--- config.mk ---
export PLATFORM = sky130hd
export DESIGN_NAME = bus_master_flat
export DESIGN_NICKNAME = d
export VERILOG_FILES = /design/src/rtl/bus_master_if.sv /design/src/rtl/bus_master.sv /design/src/flat_wrapper.sv
export SDC_FILE = /design/constraint.sdc
export NUM_CORES = 1
export LEC_CHECK = 0
export ABC_CLOCK_PERIOD_IN_PS = 1500
export BUFFER_PORTS_ARGS = -buffer_cell sky130_fd_sc_hd__buf_2
export CAP_MARGIN = 20
export CORE_AREA = 2 2 112 114
export DETAILED_ROUTE_END_ITERATION = 7
export DIE_AREA = 0 0 114 116
export PLACE_DENSITY = 0.85
export SLEW_MARGIN = 10
export SYNTH_ARGS = -nofsm -noshare
export SYNTH_HDL_FRONTEND = slang
export SYNTH_SLANG_ARGS = --single-unit
--- constraint.sdc ---
create_clock -name bus_clk -period 1.5 [get_ports bus_clk]
set_input_delay 0.3 -clock bus_clk [delete_from_list [all_inputs] [get_ports bus_clk]]
set_output_delay 0.3 -clock bus_clk [all_outputs]
set_load 0.05 [all_outputs]
--- src/rtl/bus_master_if.sv ---
// Command/response channel between a requester and bus_master.
// Handshake: a transfer happens on a rising bus_clk where valid & ready are both 1; a raised valid and its payload stay put until that edge.
interface bus_master_if;
    logic        cmd_valid;
    logic        cmd_ready;
    logic        cmd_write;
    logic [31:0] cmd_addr;
    logic [31:0] cmd_wr_data;
    logic [3:0]  cmd_be;
    logic        rsp_valid;
    logic        rsp_ready;
    logic [31:0] rsp_rd_data;
    logic        rsp_err;

    // slave: the bus_master side, which accepts commands and returns responses
    modport slave (
        input  cmd_valid, cmd_write, cmd_addr, cmd_wr_data, cmd_be, rsp_ready,
        output cmd_ready, rsp_valid, rsp_rd_data, rsp_err
    );

    // master: the requester issuing commands
    modport master (
        output cmd_valid, cmd_write, cmd_addr, cmd_wr_data, cmd_be, rsp_ready,
        input  cmd_ready, rsp_valid, rsp_rd_data, rsp_err
    );
endinterface

--- src/rtl/bus_master.sv ---
// Turns one command at a time into a single-cycle rd/wr request on the slave bus and waits, with timeout, for the ack.
// bus_in = {be, wr_data, addr, wr_req, rd_req, reset_l, clk}; bus_out = {irq, wr_ack, rd_ack, rd_data}.
module bus_master #(
    parameter int TIMEOUT       = 255,
    parameter int TMR_W         = 8,
    parameter int BUS_IN_WIDTH  = 72,
    parameter int BUS_OUT_WIDTH = 35
) (
    input  logic                     bus_clk,
    input  logic                     bus_reset_l,
    bus_master_if.slave              cif,
    output logic                     irq,
    output logic [BUS_IN_WIDTH-1:0]  bus_in,
    input  logic [BUS_OUT_WIDTH-1:0] bus_out,
    output logic [1:0]               dbg_state
);
    typedef enum logic [1:0] {IDLE = 2'd0, REQ = 2'd1, WAIT = 2'd2, RESP = 2'd3} state_t;

    state_t           state_q, state_d;
    logic [TMR_W-1:0] timer_q, timer_d;
    logic             wr_q, wr_d;
    logic [31:0]      addr_q, addr_d;
    logic [31:0]      data_q, data_d;
    logic [3:0]       be_q, be_d;
    logic [31:0]      rsp_data_q, rsp_data_d;
    logic             rsp_err_q, rsp_err_d;

    logic [31:0]      bo_rd_data;
    logic             bo_rd_ack, bo_wr_ack, bo_irq;
    logic             active;

    assign {bo_irq, bo_wr_ack, bo_rd_ack, bo_rd_data} = bus_out;

    always_ff @(posedge bus_clk or negedge bus_reset_l) begin
        if (!bus_reset_l) begin
            state_q    <= IDLE;
            timer_q    <= '0;
            wr_q       <= 1'b0;
            addr_q     <= 32'h0;
            data_q     <= 32'h0;
            be_q       <= 4'h0;
            rsp_data_q <= 32'h0;
            rsp_err_q  <= 1'b0;
        end else begin
            state_q    <= state_d;
            timer_q    <= timer_d;
            wr_q       <= wr_d;
            addr_q     <= addr_d;
            data_q     <= data_d;
            be_q       <= be_d;
            rsp_data_q <= rsp_data_d;
            rsp_err_q  <= rsp_err_d;
        end
    end

    always_comb begin
        state_d    = state_q;
        timer_d    = timer_q;
        wr_d       = wr_q;
        addr_d     = addr_q;
        data_d     = data_q;
        be_d       = be_q;
        rsp_data_d = rsp_data_q;
        rsp_err_d  = rsp_err_q;
        case (state_q)
            IDLE: begin
                if (cif.cmd_valid) begin
                    wr_d    = cif.cmd_write;
                    addr_d  = cif.cmd_addr;
                    data_d  = cif.cmd_wr_data;
                    be_d    = cif.cmd_write ? cif.cmd_be : 4'h0;
                    state_d = REQ;
                end
            end
            REQ: begin
                timer_d = '0;
                state_d = WAIT;
            end
            WAIT: begin
                // A matching ack is tested before the timeout so it wins a same-cycle race.
                if (wr_q && bo_wr_ack) begin
                    rsp_data_d = 32'h0;
                    rsp_err_d  = 1'b0;
                    state_d    = RESP;
                end else if (!wr_q && bo_rd_ack) begin
                    rsp_data_d = bo_rd_data;
                    rsp_err_d  = 1'b0;
                    state_d    = RESP;
                end else if (timer_q == TMR_W'(TIMEOUT - 1)) begin
                    timer_d    = TMR_W'(TIMEOUT);
                    rsp_data_d = 32'h0;
                    rsp_err_d  = 1'b1;
                    state_d    = RESP;
                end else begin
                    timer_d = timer_q + TMR_W'(1);
                end
            end
            RESP: begin
                if (cif.rsp_ready) state_d = IDLE;
            end
            default: state_d = IDLE;
        endcase
    end

    assign active          = (state_q == REQ) || (state_q == WAIT);
    assign cif.cmd_ready   = (state_q == IDLE) && bus_reset_l;
    assign cif.rsp_valid   = (state_q == RESP);
    assign cif.rsp_rd_data = rsp_data_q;
    assign cif.rsp_err     = rsp_err_q;
    assign irq             = bo_irq;
    assign dbg_state       = state_q;

    assign bus_in = {active ? be_q   : 4'h0,
                     active ? data_q : 32'h0,
                     active ? addr_q : 32'h0,
                     (state_q == REQ) && wr_q,
                     (state_q == REQ) && !wr_q,
                     bus_reset_l,
                     bus_clk};
endmodule

--- src/flat_wrapper.sv ---
// flat-port wrapper written by rule: the top's interface ports become plain ports
module bus_master_flat 
#(
    parameter int TIMEOUT       = 255,
    parameter int TMR_W         = 8,
    parameter int BUS_IN_WIDTH  = 72,
    parameter int BUS_OUT_WIDTH = 35
)
  (bus_clk, bus_reset_l, irq, bus_in, bus_out, dbg_state, cif_cmd_valid, cif_cmd_write, cif_cmd_addr, cif_cmd_wr_data, cif_cmd_be, cif_rsp_ready, cif_cmd_ready, cif_rsp_valid, cif_rsp_rd_data, cif_rsp_err);
  bus_master_if cif_i ();
  input  logic bus_clk;
  input  logic bus_reset_l;
  output logic irq;
  output logic [BUS_IN_WIDTH-1:0] bus_in;
  input  logic [BUS_OUT_WIDTH-1:0] bus_out;
  output logic [1:0] dbg_state;
  input wire logic [$bits(cif_i.cmd_valid)-1:0] cif_cmd_valid;
  input wire logic [$bits(cif_i.cmd_write)-1:0] cif_cmd_write;
  input wire logic [$bits(cif_i.cmd_addr)-1:0] cif_cmd_addr;
  input wire logic [$bits(cif_i.cmd_wr_data)-1:0] cif_cmd_wr_data;
  input wire logic [$bits(cif_i.cmd_be)-1:0] cif_cmd_be;
  input wire logic [$bits(cif_i.rsp_ready)-1:0] cif_rsp_ready;
  output wire logic [$bits(cif_i.cmd_ready)-1:0] cif_cmd_ready;
  output wire logic [$bits(cif_i.rsp_valid)-1:0] cif_rsp_valid;
  output wire logic [$bits(cif_i.rsp_rd_data)-1:0] cif_rsp_rd_data;
  output wire logic [$bits(cif_i.rsp_err)-1:0] cif_rsp_err;
  assign cif_i.cmd_valid = cif_cmd_valid;
  assign cif_i.cmd_write = cif_cmd_write;
  assign cif_i.cmd_addr = cif_cmd_addr;
  assign cif_i.cmd_wr_data = cif_cmd_wr_data;
  assign cif_i.cmd_be = cif_cmd_be;
  assign cif_i.rsp_ready = cif_rsp_ready;
  assign cif_cmd_ready = cif_i.cmd_ready;
  assign cif_rsp_valid = cif_i.rsp_valid;
  assign cif_rsp_rd_data = cif_i.rsp_rd_data;
  assign cif_rsp_err = cif_i.rsp_err;
  bus_master #(.TIMEOUT(TIMEOUT), .TMR_W(TMR_W), .BUS_IN_WIDTH(BUS_IN_WIDTH), .BUS_OUT_WIDTH(BUS_OUT_WIDTH)) u_core (.bus_clk(bus_clk), .bus_reset_l(bus_reset_l), .cif(cif_i), .irq(irq), .bus_in(bus_in), .bus_out(bus_out), .dbg_state(dbg_state));
endmodule
=== Yosys cells after proc, flatten, opt, wreduce, memory -nomap -nowiden ===
Index checks and enable logic that the tools add are counted.

* Add/sub/neg operators: 1
* Eq/ne operators: 9
* Mux-type cells: 20
* Reductions and logical operators: 14

{| class="wikitable"
|+ Operators with widths
! operator !! number
|-
| $mux 32 || 5
|-
| $mux 8 || 3
|-
| $pmux 8 s2 || 1
|-
| $mux 2 || 5
|-
| $add 8x1->8 const B || 1
|-
| $eq 8x8->1 const B || 1
|-
| $mux 4 || 2
|-
| $ne 2x2->1 const B || 4
|-
| $pmux 2 s4 || 1
|-
| $reduce_and 3->1 || 2
|-
| $logic_and 1x1->1 || 5
|-
| $eq 2x2->1 const B || 2
|-
| $ne 4x1->1 const B || 1
|-
| $reduce_and 2->1 || 2
|-
| $mux 1 || 3
|-
| $reduce_bool 3->1 || 1
|-
| $eq 2x1->1 const B || 1
|-
| $logic_not 2->1 || 1
|-
| $reduce_bool 2->1 || 1
|-
| $logic_not 1->1 || 1
|-
| $logic_or 1x1->1 || 1
|}

* Register bits after elaboration: 112
* Output and inout port bits: 110

=== Depth between registers and ports, before layout ===
* Word-level depth: 5
* Mapped depth: 7
* Depth with buffers taken out: 6

==> flow_summary.ini <==
[outcome]
violations = hold timing, setup timing
outcome = complete, but fails checks

[route]
vias_per_cell = 5.23
drt-total-wl_um = 16500
dr_total_vias = 4298
ant_nets = 0
drt_first_iter_violations = 209
avgRoutedWirePerCell_um = 20.1
drcViolationCount = 0
drt-pass1-iter-count = 4

[grt]
grt_max_degree = 110
grt_use_total_pct = 22.2
grt_antenna_before_repair = 0
grt_overflow = 0
grt_pass1_vias = 4281
grt_pass1_wl_um = 22300

[layout]
nets = 785
stdcell_count = 822
antennaDiodeCount = 0
areaGrowthSynthToFinish_pct = 70.0
drive_gt1_share_pct = 67.1

[sta]
max_freq_mhz = 497
hold_viol = 54
drv_slew = 0
worst_pin_slew_ps = 584
hold_slack_ps = -26.3
setup_viol = 82
setup_ws_ps = -511
period_share_pct = 134
rsz0062_at_grt = true
finClkSkew_ps = 6.48
slew_headroom_pct = 61.1
period_minus_slack_ps = 2010
final.setup.tns_ps = -33840

[place]
dp_cells = 776
gp_congestion = 0.881
port_buffers = 215
dp_hpwl_um = 9430

[die]
die_w_um = 114
start_util_pct = 42.7
die_h_um = 116
io-pin-count = 218
dieArea_mm2 = 0.0132
coreArea_mm2 = 0.0119
row_count = 40

[logic_synthesis]
syn_area_per_cell_um2 = 12.2
yosysUniqueCellTypes = 38
synthFlopType = dfrtp_1
yosysSeqAreaShare_pct = 55.1
syn_area_mm2 = 0.00508
syn-num-nets = 531
synth_edf_count = 0
syn_inst = 416
async_flop_share_pct = 100
synth_seq_cells = 112
yosys_warnings = 0

[job]
maxCapViolations = 0

[worst_setup_path]
crit_fanout = 39
cp.required_ps = 1200
worstSetupEndpointType = primary output
start_kind = register
critical_path_arrival_ps = 1710
crit_type = register to primary output

[clock_network]
clk_pin_slew_ps = 70
cts_tree = built
clock_latency_ps = 450

[min_path]
min_path_type = primary input to asynchronous set/reset pin
## metrics by stage
| step | cell area, um^2 | hold slack, ps | utilization, % | setup WS, ps |
|---|---|---|---|---|
| 5_1_grt | 8640 | 11.6 | 72.6 | -578 |
| 3_3_place_gp | 6960 | 122 | 58.4 | -117 |
| 4_1_cts | 8020 | 7.99 | 67.3 | -532 |
| 3_5_place_dp | 6960 | 127 | 58.4 | -147 |
| 6_report | 8640 | -26.3 | 72.6 | -511 |
| 2_1_floorplan | 5670 | 4.41 | - | -180 |
## timing repair
item,CTS,global route
hold buffers,1,0
gates cloned,2,13
hold endpoints to repair,3,0
resized for setup,168,95
pin swaps,11,48
setup buffers,7,9
setup endpoints to repair,114,170
## registers in the layout, indices dropped and copies added (netlist names)
| name | flops |
|---|---|
| u_core.addr_q | 32 |
| u_core.cif.rsp_rd_data | 32 |
| u_core.data_q | 32 |
| u_core.timer_q | 8 |
| u_core.be_q | 4 |
| u_core.dbg_state | 2 |
| u_core.cif.rsp_err | 1 |
| u_core.wr_q | 1 |
## critical path, stage by stage, from the launching register on
cell and delay, ps:
dfrtp_2 370, inv_2 50, ha_4 280, buf_12 200, and2_4 190, buf_8 140
## kinds of logic (layout without fill, tap and decap cells)
family / count (synthesis) / count (layout) / synth area share [%]
muxes: 68 / 68 / 15.1
buffers and inverters: 35 / 292 / 3.32
AOI/OAI and AO/OA: 65 / 65 / 9.01
adders and majority gates: 7 / 7 / 1.72
DFF: 112 / 112 / 55.1
and+or+nand+nor: 129 / 131 / 15.7
## worst paths after layout
| kind | start | end | slack, ps | depth (start not counted) |
|---|---|---|---|---|
| max | u_core.dbg_state[1] | bus_in[34] | -510 | 5 |
| min | bus_reset_l | u_core.dbg_state[0] | -30 | 2 |
| max reg2reg | u_core.dbg_state[1] | u_core.timer_q[4] | -90 | 7 |
| min reg2reg | u_core.cif.rsp_rd_data[1] | u_core.cif.rsp_rd_data[1] | 480 | 1 |
| max in group asynchronous | bus_reset_l | u_core.cif.rsp_rd_data[12] | 1060 | 2 |
| min in group bus_clk | cif_cmd_addr[14] | u_core.addr_q[14] | 70 | 2 |
## layout by cell type, fill, tap and decap left out, drive strengths merged, types with 3 or more instances in the layout
master and instances:
buf 257, dfrtp 112, and2 70, mux2 67, and3 34, a21o 33
clkbuf 22, nand2 17, o21ai 11, a21oi 9, ha 7, inv 7
nor2 3
## metal layers
layer  vias up  GRT usage, %  routed length, um
li1       1941             -                  -
met1      2109          26.4               6410
met2       217          37.7               8420
met3        31          7.58               1280
met4         0          7.64                376
met5         -             0                  0
## cell usage after synthesis (6+ instances only)
master	n	share of area (%)
mux2_2	65	14
clkbuf_1	15	1.1
a21o_1	33	4.9
buf_2	6	0.59
nand2_1	15	1.1
o21ai_0	8	0.79
and2_1	70	8.6
inv_1	6	0.44
buf_4	6	0.89
ha_1	7	1.7
a21oi_1	9	0.89
and3_1	34	4.2
dfrtp_1	112	55
## cell type report
| type | instances | area, um^2 |
|---|---|---|
| clock buffer | 15 | 325 |
| clock inverter | 5 | 80.1 |
| fill | 739 | 3270 |
| inverter | 7 | 26.3 |
| multi-input combinational | 271 | 2710 |
| sequential | 112 | 2810 |
| tap | 147 | 184 |
| timing repair buffer | 265 | 2510 |
Power is not shown: default switching activity piles up to over one toggle a cycle in this logic, so the estimate is an artifact.
